### src/rtl/mem_access_ctrl.sv
// mem_access_ctrl: CPU-side initiator for a 2^ADDR_W x DATA_W data memory.
// Accepts one LOAD / STORE / SWAP / FILL request at a time, sequences the
// memory strobes, and returns a result over a valid/ready response channel.
// All memory-facing outputs are registered so they change only on clk and
// drop to their reset values immediately on an asynchronous reset.
// Optional feature: define MEM_ACCESS_STATS_EN to add the stat_count output
// (saturating count of completed response handshakes).
module mem_access_ctrl #(
    parameter int ADDR_W   = 4,
    parameter int DATA_W   = 8,
    parameter int FILL_LEN = 16
) (
    input  logic              clk,
    input  logic              rst_n,
    input  logic              req_valid,
    output logic              req_ready,
    input  logic [1:0]        req_op,
    input  logic [ADDR_W-1:0] req_addr,
    input  logic [DATA_W-1:0] req_wdata,
    output logic [ADDR_W-1:0] mem_addr,
    output logic [DATA_W-1:0] mem_wdata,
    output logic              mem_read,
    output logic              mem_write,
    input  logic [DATA_W-1:0] mem_rdata,
    output logic              rsp_valid,
    input  logic              rsp_ready,
    output logic [DATA_W-1:0] rsp_data,
    output logic              busy
`ifdef MEM_ACCESS_STATS_EN
    ,
    output logic [15:0]       stat_count
`endif
);

    localparam logic [1:0] OP_LOAD  = 2'b00;
    localparam logic [1:0] OP_STORE = 2'b01;
    localparam logic [1:0] OP_SWAP  = 2'b10;
    localparam logic [1:0] OP_FILL  = 2'b11;

    // Counter value of the final FILL write; FILL_LEN-1 always fits in ADDR_W bits.
    localparam logic [ADDR_W-1:0] FILL_LAST = ADDR_W'(FILL_LEN - 1);

    // A FILL longer than the memory, or empty, is a build-time mistake.
    if (FILL_LEN < 1 || FILL_LEN > (2 ** ADDR_W)) begin : g_cfg_error
        $error("mem_access_ctrl: FILL_LEN=%0d outside legal range 1..%0d",
               FILL_LEN, 2 ** ADDR_W);
    end

    typedef enum logic [2:0] {
        S_IDLE,
        S_READ,
        S_WRITE,
        S_FILL,
        S_RESP
    } state_t;

    state_t            state_reg,     state_next;
    logic [1:0]        op_reg,        op_next;
    logic [ADDR_W-1:0] addr_reg,      addr_next;
    logic [DATA_W-1:0] wdata_reg,     wdata_next;
    logic [ADDR_W-1:0] count_reg,     count_next;
    logic [ADDR_W-1:0] mem_addr_reg,  mem_addr_next;
    logic [DATA_W-1:0] mem_wdata_reg, mem_wdata_next;
    logic              mem_read_reg,  mem_read_next;
    logic              mem_write_reg, mem_write_next;
    logic [DATA_W-1:0] rsp_data_reg,  rsp_data_next;

    // State and registered-output update; reset aborts any operation in flight.
    always_ff @(posedge clk or negedge rst_n) begin
        if (!rst_n) begin
            state_reg     <= S_IDLE;
            op_reg        <= OP_LOAD;
            addr_reg      <= '0;
            wdata_reg     <= '0;
            count_reg     <= '0;
            mem_addr_reg  <= '0;
            mem_wdata_reg <= '0;
            mem_read_reg  <= 1'b0;
            mem_write_reg <= 1'b0;
            rsp_data_reg  <= '0;
        end else begin
            state_reg     <= state_next;
            op_reg        <= op_next;
            addr_reg      <= addr_next;
            wdata_reg     <= wdata_next;
            count_reg     <= count_next;
            mem_addr_reg  <= mem_addr_next;
            mem_wdata_reg <= mem_wdata_next;
            mem_read_reg  <= mem_read_next;
            mem_write_reg <= mem_write_next;
            rsp_data_reg  <= rsp_data_next;
        end
    end

    // Next-state logic; strobes are computed for the state being entered so
    // they are already registered when that state begins.
    always_comb begin
        state_next     = state_reg;
        op_next        = op_reg;
        addr_next      = addr_reg;
        wdata_next     = wdata_reg;
        count_next     = count_reg;
        mem_addr_next  = mem_addr_reg;
        mem_wdata_next = mem_wdata_reg;
        mem_read_next  = 1'b0;
        mem_write_next = 1'b0;
        rsp_data_next  = rsp_data_reg;

        unique case (state_reg)
            S_IDLE: begin
                if (req_valid) begin
                    op_next       = req_op;
                    addr_next     = req_addr;
                    wdata_next    = req_wdata;
                    count_next    = '0;
                    mem_addr_next = req_addr;
                    unique case (req_op)
                        OP_LOAD, OP_SWAP: begin
                            state_next    = S_READ;
                            mem_read_next = 1'b1;
                        end
                        OP_STORE: begin
                            state_next     = S_WRITE;
                            mem_write_next = 1'b1;
                            mem_wdata_next = req_wdata;
                        end
                        default: begin
                            state_next     = S_FILL;
                            mem_write_next = 1'b1;
                            mem_wdata_next = req_wdata;
                        end
                    endcase
                end
            end

            S_READ: begin
                // Memory read data is combinational; capture it at the end of READ.
                rsp_data_next = mem_rdata;
                if (op_reg == OP_SWAP) begin
                    state_next     = S_WRITE;
                    mem_write_next = 1'b1;
                    mem_wdata_next = wdata_reg;
                end else begin
                    state_next = S_RESP;
                end
            end

            S_WRITE: begin
                // SWAP keeps the old data it read; STORE reports what it wrote.
                if (op_reg == OP_STORE) begin
                    rsp_data_next = wdata_reg;
                end
                state_next = S_RESP;
            end

            S_FILL: begin
                if (count_reg == FILL_LAST) begin
                    state_next    = S_RESP;
                    rsp_data_next = wdata_reg;
                end else begin
                    count_next     = count_reg + ADDR_W'(1);
                    // ADDR_W-bit sum wraps naturally past the top of memory.
                    mem_addr_next  = addr_reg + count_next;
                    mem_write_next = 1'b1;
                end
            end

            S_RESP: begin
                if (rsp_ready) begin
                    state_next = S_IDLE;
                end
            end

            default: begin
                state_next = S_IDLE;
            end
        endcase
    end

    assign req_ready = (state_reg == S_IDLE);
    assign busy      = (state_reg != S_IDLE);
    assign rsp_valid = (state_reg == S_RESP);
    assign rsp_data  = rsp_data_reg;
    assign mem_addr  = mem_addr_reg;
    assign mem_wdata = mem_wdata_reg;
    assign mem_read  = mem_read_reg;
    assign mem_write = mem_write_reg;

`ifdef MEM_ACCESS_STATS_EN
    logic [15:0] stat_count_reg;

    // Count completed response handshakes, sticking at all-ones.
    always_ff @(posedge clk or negedge rst_n) begin
        if (!rst_n) begin
            stat_count_reg <= '0;
        end else if (state_reg == S_RESP && rsp_ready && stat_count_reg != 16'hFFFF) begin
            stat_count_reg <= stat_count_reg + 16'd1;
        end
    end

    assign stat_count = stat_count_reg;
`endif

endmodule

### config.mk
export PLATFORM = sky130hd
export DESIGN_NAME = mem_access_ctrl
export DESIGN_NICKNAME = d
export VERILOG_FILES = /design/src/rtl/mem_access_ctrl.sv
export SDC_FILE = /design/constraint.sdc
export NUM_CORES = 1
export LEC_CHECK = 0
export ABC_CLOCK_PERIOD_IN_PS = 1700
export BUFFER_PORTS_ARGS = -buffer_cell sky130_fd_sc_hd__buf_2
export CORE_MARGIN = 2
export CORE_UTILIZATION = 50
export CTS_BUF_LIST = sky130_fd_sc_hd__clkbuf_8
export DETAILED_ROUTE_END_ITERATION = 16
export GPL_TIMING_DRIVEN = 1
export HOLD_SLACK_MARGIN = 0.06
export PLACE_DENSITY_LB_ADDON = 0.25
export SYNTH_ARGS = -nofsm -noshare
export SYNTH_HDL_FRONTEND = slang
export SYNTH_SLANG_ARGS = --single-unit
### constraint.sdc
create_clock -name clk -period 1.7 [get_ports clk]
set_input_delay 0 -clock clk [delete_from_list [all_inputs] [get_ports clk]]
set_output_delay 0 -clock clk [all_outputs]
set_load 0.1 [all_outputs]
==> results.sh, run 1 <==
export IMPL_status="finished, violations left"
export IMPL_violations="negative setup slack"
export IMPL_multiInputGateArea_um2=984.7
export IMPL_yosys_area_top_type="dfrtp_1"
export IMPL_worstPathArrival_ns=1.94
export IMPL_syn_area_um2=2083
export IMPL_slew_violations=0
export IMPL_tightest_slew_ns=0.6640
export IMPL_fmax_mhz=568.6
export IMPL_dp_hpwl_mm=3.286
export IMPL_gp_congestion=0.7887
export IMPL_fin_nets=329
export IMPL_area_growth_pct=39.64
export IMPL_fill_cells=281
export IMPL_cp_max_fo=3
export IMPL_overflow=0
export IMPL_via_count=1776
export IMPL_holdPathEnd="wdata_reg[0]"
export IMPL_track_usage_pct=22.74
export IMPL_rows=23
export IMPL_cts_made_buffers=5
export IMPL_fp_coreArea_um2=4000
export IMPL_setup_slack_ns=-0.05873
export IMPL_synth_common_cells="59 x nand2_1, 43 x dfrtp_1, 18 x mux2i_1, 18 x o21ai_0, 13 x nor2_1"
export IMPL_dr_pass1_iters=4
export IMPL_hold_path_cell_count=4
export IMPL_min_from="req_valid"
export IMPL_criticalPathCategory="flip-flop to flip-flop"
export IMPL_yosysWarnings=0
export IMPL_io_pins=51
export IMPL_cts_max_path_buffers=2
export IMPL_hold_violations=0
export IMPL_grt_pass1_vias=1709
export IMPL_start_kind="flip-flop"
export IMPL_wirelength_mm=5.104
export IMPL_end_kind="flip-flop"
export IMPL_avgViaCountPerCell=5.089
export IMPL_synth_ff_type="dfrtp_1"
export IMPL_post_route_min_period_ns=1.759
export IMPL_yosysSeqAreaShare_pct=51.65
export IMPL_ys_types=35
export IMPL_routedWlPerCell_um=14.62
export IMPL_cp_required_ns=1.88
export IMPL_hp_class="primary input to flip-flop"
export IMPL_die_w_um=68.55
export IMPL_die_h_um=68.55
export IMPL_synth_area_top_cells="dfrtp_1 52%, nand2_1 11%, mux2i_1 8.6%"
export IMPL_cts_root_buf="clkbuf_8"
export IMPL_grt_pass1_wl_mm=7.810
export IMPL_finish_utilization_pct=72.72
export IMPL_cts_tree="done"
export IMPL_htree_num_levels=2
export IMPL_fin_crit_sh_pct=103.5
export IMPL_seq_area_um2=1079
export IMPL_synthCells=210
export IMPL_synth_most_common_cell="nand2_1"
export IMPL_drt_first_iter_violations=106
export IMPL_numClockSinks=43
export IMPL_synth_area_per_cell_um2=9.920
export IMPL_diodes=0
export IMPL_start_util_pct=52.08
export IMPL_antenna_found_initial=0
export IMPL_rrSetupSlack_ns=-0.06
export IMPL_die_area_um2=4699
export IMPL_path_clk_slew_ns=0.09
export IMPL_r2r_start="count_reg[1]"
export IMPL_async_flop_share_pct=100.0
export IMPL_relSlewSlack_pct=55.74
export IMPL_ys_seq_elements=43
export IMPL_drive_gt1_share_pct=31.77
export IMPL_timing_rr_end="mem_addr[2]"
export IMPL_portBuffers=50
export IMPL_placedCellCount=314
export IMPL_grt_max_degree=31
export IMPL_drv_cap=0
export IMPL_yosysTopAreaCellShare_pct=51.65
export IMPL_setup_viol=2
export IMPL_clock_latency_ns=0.29
export IMPL_rsz0062_at_grt="true"
export IMPL_reg2reg_depth=8
export IMPL_drc_errors=0
export IMPL_synth_edff_count=0
export IMPL_finalNonFillerCells=349
export IMPL_synth_nets=241
export IMPL_finClkSkew_ns=0.007308
export IMPL_ant_nets=0
-- critical path: stages, from the launching register on --
cell	delay [ns]
dfrtp_1	0.39
ha_2	0.19
xor2_1	0.14
ha_1	0.34
buf_4	0.16
xnor2_2	0.14
nor2_1	0.07
a21oi_1	0.13
o21ai_1	0.08
-- worst max path at each step --
stage                        to    startpoint  cells after the start
floorplan           addr_reg[1]  state_reg[2]                      7
global placement    mem_addr[3]  count_reg[1]                      7
detailed placement  mem_addr[3]  count_reg[1]                      7
CTS                 mem_addr[3]  count_reg[1]                      7
global route        mem_addr[3]  count_reg[0]                      7
finish              mem_addr[2]  count_reg[1]                      8
-- cells in the final DEF (no fill, tap or decap), drive strengths merged, types with 3 or more instances in the layout --
cell,synthesis,routed
buf,9,66
nand3b,3,3
nand3,4,4
dfrtp,43,43
clkbuf,1,6
o21ai,18,18
dlygate4sd3,0,24
ha,4,4
nand2,59,59
a21oi,12,12
mux2i,18,18
inv,6,5
nor2,13,13
-- per-layer routing --
layer	routed length, µm	track usage (%)	vias up	part of all wire [%]
met5	0	0	-	0
met4	32	5.750	0	0.63
met3	166	5.032	4	3.3
met2	2579	35.94	42	51
met1	2325	31.87	849	46
li1	-	-	881	-
-- what timing repair did --
item,in CTS,in global routing
setup endpoints to repair,1,22
hold endpoints to repair,64,0
pin swaps,3,2
hold buffers,24,0
resized for setup,2,9
cloned,0,1
buffers inserted,1,2
-- final cells by class --
| class | instances | share of cell area, % |
|---|---|---|
| clock buffers | 5 | 2.366 |
| inverters | 6 | 0.9032 |
| multi-input cells | 151 | 33.85 |
| well taps | 50 | 2.151 |
| clock inverters | 3 | 0.8602 |
| repair buffers | 91 | 22.80 |
| flip-flops and latches | 43 | 37.08 |
-- metrics by stage --
step | setup WS (ns) | hold WS, ns | setup TNS (ns) | instance area [µm²]
finish | -0.05873 | 0.1337 | -0.1099 | 2909
floorplan | -0.2390 | -0.2956 | -3.103 | 2112
global route | -0.1916 | 0.1533 | -0.4080 | 2909
CTS | -0.02694 | 0.1289 | -0.04888 | 2829
detailed placement | -0.06052 | 0.06336 | -0.06052 | 2482
global placement | 0.01692 | 0.06331 | 0 | 2482
-- kinds of logic (layout without fill, tap and decap cells) --
group / after synthesis / count (layout) / share of synthesized area, %
buf+inv: 16 / 105 / 4.624
mux: 18 / 18 / 8.649
simple gates: 87 / 87 / 18.56
xor+xnor: 3 / 3 / 1.261
flops: 43 / 43 / 51.65
compound gates: 38 / 38 / 11.89
fa+ha+maj: 5 / 5 / 3.363
Power of run 1 is left out: the tool's default activity adds up to more than one toggle a clock period on the data nets, which glitch-free logic cannot reach.
==> run 2, diff against run 1 <==
--- a/config.mk
+++ b/config.mk
@@ -8,7 +8,7 @@
 export ABC_CLOCK_PERIOD_IN_PS = 1700
 export BUFFER_PORTS_ARGS = -buffer_cell sky130_fd_sc_hd__buf_2
 export CORE_MARGIN = 2
-export CORE_UTILIZATION = 50
+export CORE_UTILIZATION = 30
 export CTS_BUF_LIST = sky130_fd_sc_hd__clkbuf_8
 export DETAILED_ROUTE_END_ITERATION = 16
 export GPL_TIMING_DRIVEN = 1
==> run 2 against run 1 <==
The run still ends with negative setup slack left; worst hold slack better by 0.011 ns; cell area up 0.99%; die area up 62%.
==> results.sh, run 2 (synthesis gave the netlist of run 1 again) <==
export IMPL_status="finished, violations left"
export IMPL_violations="negative setup slack"
export IMPL_numClockSinks=43
export IMPL_setup_slack_ns=-0.03337
export IMPL_start_kind="flip-flop"
export IMPL_cpPeakStageDelay_ns=0.39
export IMPL_crit_path_top_delay_cell="dfrtp_1"
export IMPL_slew_violations=0
export IMPL_overflow=0
export IMPL_path_clk_slew_ns=0.08
export IMPL_area_growth_pct=41.02
export IMPL_setup_viol=1
export IMPL_htree_num_levels=2
export IMPL_wirelength_mm=5.015
export IMPL_track_usage_pct=14.08
export IMPL_cts_made_buffers=5
export IMPL_reg2reg_depth=7
export IMPL_relSlewSlack_pct=60.97
export IMPL_fin_crit_sh_pct=102.0
export IMPL_routedWlPerCell_um=13.27
export IMPL_post_route_min_period_ns=1.733
export IMPL_cts_max_path_buffers=2
export IMPL_drt_first_iter_violations=49
export IMPL_cp_required_ns=1.94
export IMPL_crit_path_start="count_reg[0]"
export IMPL_gp_congestion=0.7720
export IMPL_fill_cells=691
export IMPL_crit_path_end="mem_addr[3]"
export IMPL_fin_nets=328
export IMPL_grt_max_degree=27
export IMPL_cp_max_fo=3
export IMPL_fp_coreArea_um2=6756
export IMPL_die_h_um=87.33
export IMPL_min_from="req_valid"
export IMPL_rsz0062_at_grt="true"
export IMPL_grt_pass1_vias=1714
export IMPL_path_cells="ha_2, xor2_2, ha_4, nand3_4, a21o_1, a211oi_2, nand3b_1"
export IMPL_cts_tree="done"
export IMPL_finalNonFillerCells=378
export IMPL_hold_worst_slack_ns=0.1447
export IMPL_portBuffers=50
export IMPL_fmax_mhz=576.9
export IMPL_grt_pass1_wl_mm=8.328
export IMPL_dp_hpwl_mm=3.588
export IMPL_diodes=0
export IMPL_die_area_um2=7627
export IMPL_ant_nets=0
export IMPL_finClkSkew_ns=0.003793
export IMPL_rows=30
export IMPL_rrSetupSlack_ns=-0.03
export IMPL_r2r_start="count_reg[0]"
export IMPL_setup_tns_ns=-0.03337
export IMPL_clock_latency_ns=0.29
export IMPL_criticalPathCategory="flip-flop to flip-flop"
export IMPL_final_common_cell="nand2_1"
export IMPL_cts_root_buf="clkbuf_8"
export IMPL_antenna_found_initial=0
export IMPL_hp_class="primary input to flip-flop"
export IMPL_tightest_slew_ns=0.5855
export IMPL_dr_pass1_iters=4
export IMPL_start_util_pct=30.83
export IMPL_placedCellCount=344
export IMPL_timing_rr_end="mem_addr[3]"
export IMPL_io_pins=51
export IMPL_via_count=1754
export IMPL_worstPathArrival_ns=1.97
export IMPL_final_cell_mix="58 x nand2_1, 48 x buf_2, 43 x dfrtp_1"
export IMPL_end_kind="flip-flop"
export IMPL_drv_cap=0
export IMPL_drive_gt1_share_pct=31.54
export IMPL_avgViaCountPerCell=4.640
export IMPL_hold_violations=0
export IMPL_drc_errors=0
export IMPL_die_w_um=87.33
-- run 2: layer usage --
layer,share of wire [%],vias up,track usage (%)
li1,-,879,-
met1,48,832,20.13
met2,47,38,21.42
met3,4.3,5,2.654
met4,1.4,0,4.615
met5,0,-,0
-- run 2: worst min path at each step --
stage,to,slack (ns),depth (start not counted)
floorplan,addr_reg[0],-0.30,0
global placement,mem_addr[0],0.04,1
detailed placement,mem_addr[0],0.04,1
CTS,wdata_reg[7],0.14,4
global route,wdata_reg[0],0.16,4
finish,wdata_reg[7],0.14,4
-- run 2: area by class of cell --
type / count / area (µm²) / area share, %
flip-flops and latches: 43 / 1076 / 36.63
multi-input cells: 151 / 1006 / 34.24
repair buffers: 90 / 644.4 / 21.93
well taps: 80 / 100.1 / 3.407
clock buffers: 5 / 68.82 / 2.342
inverters: 6 / 26.28 / 0.8944
clock inverters: 3 / 16.27 / 0.5537
-- run 2: critical path: cells and delay by family (launching register included) --
| family | cells | cell delay (ns) |
|---|---|---|
| fa+ha+maj | 2 | 0.52 |
| flops | 1 | 0.39 |
| xor+xnor | 1 | 0.16 |
| simple gates | 2 | 0.20 |
| compound gates | 2 | 0.41 |
-- run 2: through the flow --
| step | cell area (µm²) | util [%] | setup WS (ns) |
|---|---|---|---|
| after floorplan | 2112 | - | -0.2390 |
| after global placement | 2520 | 37.30 | 0.01034 |
| after global routing | 2938 | 43.48 | -0.1171 |
| after CTS | 2865 | 42.41 | -0.01753 |
| after detailed placement | 2520 | 37.30 | -0.03725 |
| final | 2938 | 43.48 | -0.03337 |
-- run 2: timing repair --
item                       4_1_cts  5_1_grt
buffers inserted                 1        1
gates resized for setup          3       11
setup endpoints to repair        1       21
hold buffers                    24        0
hold endpoints to repair        60        0
pin swaps                        3        4
Power of run 2 is left out for the same reason.
==> run 3, diff against run 2 <==
--- a/config.mk
+++ b/config.mk
@@ -7,6 +7,8 @@
 export LEC_CHECK = 0
 export ABC_CLOCK_PERIOD_IN_PS = 1700
 export BUFFER_PORTS_ARGS = -buffer_cell sky130_fd_sc_hd__buf_2
+export CELL_PAD_IN_SITES_DETAIL_PLACEMENT = 1
+export CELL_PAD_IN_SITES_GLOBAL_PLACEMENT = 2
 export CORE_MARGIN = 2
 export CORE_UTILIZATION = 30
 export CTS_BUF_LIST = sky130_fd_sc_hd__clkbuf_8
==> run 3 against run 2 <==
The flow still finishes with violations (negative setup slack); first-iteration DRC count increased by 6.1%; clock-buffer cell count did not move; largest cell class unchanged; die area unchanged; cell area down 0.98%; clock skew up 0.0023 ns; global-route usage up 1.6 points; core utilization down 0.43 points; cell count up 0.26%; non-clock buffer count up 1; via count increased by 0.57%.
==> results.sh, run 3 (synthesis gave the netlist of run 1 again) <==
export IMPL_start_kind="flip-flop"
export IMPL_die_w_um=87.33
export IMPL_rsz0062_at_grt="true"
export IMPL_overflow=0
export IMPL_diodes=0
export IMPL_finish_utilization_pct=43.06
export IMPL_post_dp_cell_area_um2=2520
export IMPL_criticalPathCategory="flip-flop to flip-flop"
export IMPL_placedCellCount=344
export IMPL_finalNonFillerCells=379
export IMPL_path_cells="ha_2, xor2_1, ha_1, nand3_2, a21o_1, a211oi_1, nand3b_1"
export IMPL_hp_class="primary input to flip-flop"
export IMPL_track_usage_pct=15.70
export IMPL_routedWlPerCell_um=14.29
export IMPL_fin_nets=329
export IMPL_setup_tns_ns=-0.08072
export IMPL_cp_max_fo=3
export IMPL_gp_congestion=0.7179
export IMPL_htree_num_levels=2
export IMPL_fp_coreArea_um2=6756
export IMPL_start_util_pct=30.83
export IMPL_cts_tree="done"
export IMPL_clock_latency_ns=0.29
export IMPL_slew_violations=0
export IMPL_ant_nets=0
export IMPL_dr_pass1_iters=4
export IMPL_cts_made_buffers=5
export IMPL_grt_pass1_wl_mm=9.170
export IMPL_final_common_cell="nand2_1"
export IMPL_wirelength_mm=5.417
export IMPL_design_area_um2=2909
export IMPL_finClkSkew_ns=0.006113
export IMPL_fin_crit_sh_pct=103.5
export IMPL_drc_errors=0
export IMPL_via_count=1764
export IMPL_die_area_um2=7627
export IMPL_grt_max_degree=44
export IMPL_antenna_found_initial=0
export IMPL_cp_required_ns=1.93
export IMPL_numClockSinks=43
export IMPL_io_pins=51
export IMPL_status="finished, violations left"
export IMPL_end_kind="flip-flop"
export IMPL_portBuffers=50
export IMPL_post_route_min_period_ns=1.760
export IMPL_crit_path_top_delay_cell="dfrtp_1"
export IMPL_drive_gt1_share_pct=29.77
export IMPL_tightest_slew_ns=0.5758
export IMPL_setup_slack_ns=-0.06010
export IMPL_violations="negative setup slack"
export IMPL_cts_max_path_buffers=2
export IMPL_hold_violations=0
export IMPL_worstPathArrival_ns=1.99
export IMPL_die_h_um=87.33
export IMPL_drt_first_iter_violations=52
export IMPL_relSlewSlack_pct=61.61
export IMPL_drv_cap=0
export IMPL_cts_root_buf="clkbuf_8"
export IMPL_grt_pass1_vias=1852
export IMPL_cpPeakStageDelay_ns=0.39
export IMPL_avgViaCountPerCell=4.654
export IMPL_final_cell_mix="58 x nand2_1, 48 x buf_2, 43 x dfrtp_1"
export IMPL_area_growth_pct=39.64
export IMPL_path_clk_slew_ns=0.09
export IMPL_dp_hpwl_mm=3.776
export IMPL_setup_viol=2
export IMPL_fmax_mhz=568.2
export IMPL_rows=30
-- run 3: per-stage QoR --
stage	worst slack [ns]	hold slack (ns)
3_5_place_dp	-0.06994	0.1288
3_3_place_gp	-0.03291	0.1253
5_1_grt	-0.2059	0.1250
6_report	-0.06010	0.1113
2_1_floorplan	-0.2390	-0.2956
4_1_cts	-0.07492	0.1143
-- run 3: final cells by class --
| class | count | area, µm² |
|---|---|---|
| multi-input combinational | 151 | 957.2 |
| tap | 80 | 100.1 |
| fill | 793 | 3847 |
| inverter | 6 | 26.28 |
| sequential | 43 | 1076 |
| clock inverter | 3 | 16.27 |
| clock buffer | 5 | 68.82 |
| timing repair buffer | 91 | 664.4 |
-- run 3: final timing paths --
path                       slack, ns  cells after the start         start            to
min in group asynchronous       0.31                      3         rst_n   mem_addr[2]
max in group asynchronous       0.99                      3         rst_n   addr_reg[3]
hold / removal                  0.11                      3     req_valid      mem_read
setup reg to reg               -0.06                      7  count_reg[1]   mem_addr[3]
hold reg to reg                 0.49                      2  mem_wdata[3]  mem_wdata[3]
setup / recovery               -0.06                      7  count_reg[1]   mem_addr[3]
-- run 3: what timing repair did --
item	in CTS	in global routing
hold buffers	24	0
endpoints found under the hold margin	79	0
resized for setup	3	3
setup endpoints to repair	15	7
pin swaps	1	3
buffers inserted	0	3
-- run 3: worst max-delay path, delay by kind of cell (launching register included) --
family,cells,cell delay [ns]
fa+ha+maj,2,0.56
xor+xnor,1,0.14
simple gates,2,0.23
compound gates,2,0.37
flops,1,0.39
-- run 3: metal layers --
metal	share of wire [%]	vias to the layer above	routed length [µm]	GRT usage [%]
met2	48	35	2580	25.69
li1	-	879	-	-
met1	48	844	2575	20.79
met4	2.0	0	110	5.874
met5	0	-	0	0
met3	2.8	6	151	2.654
Power of run 3 is left out for the same reason.
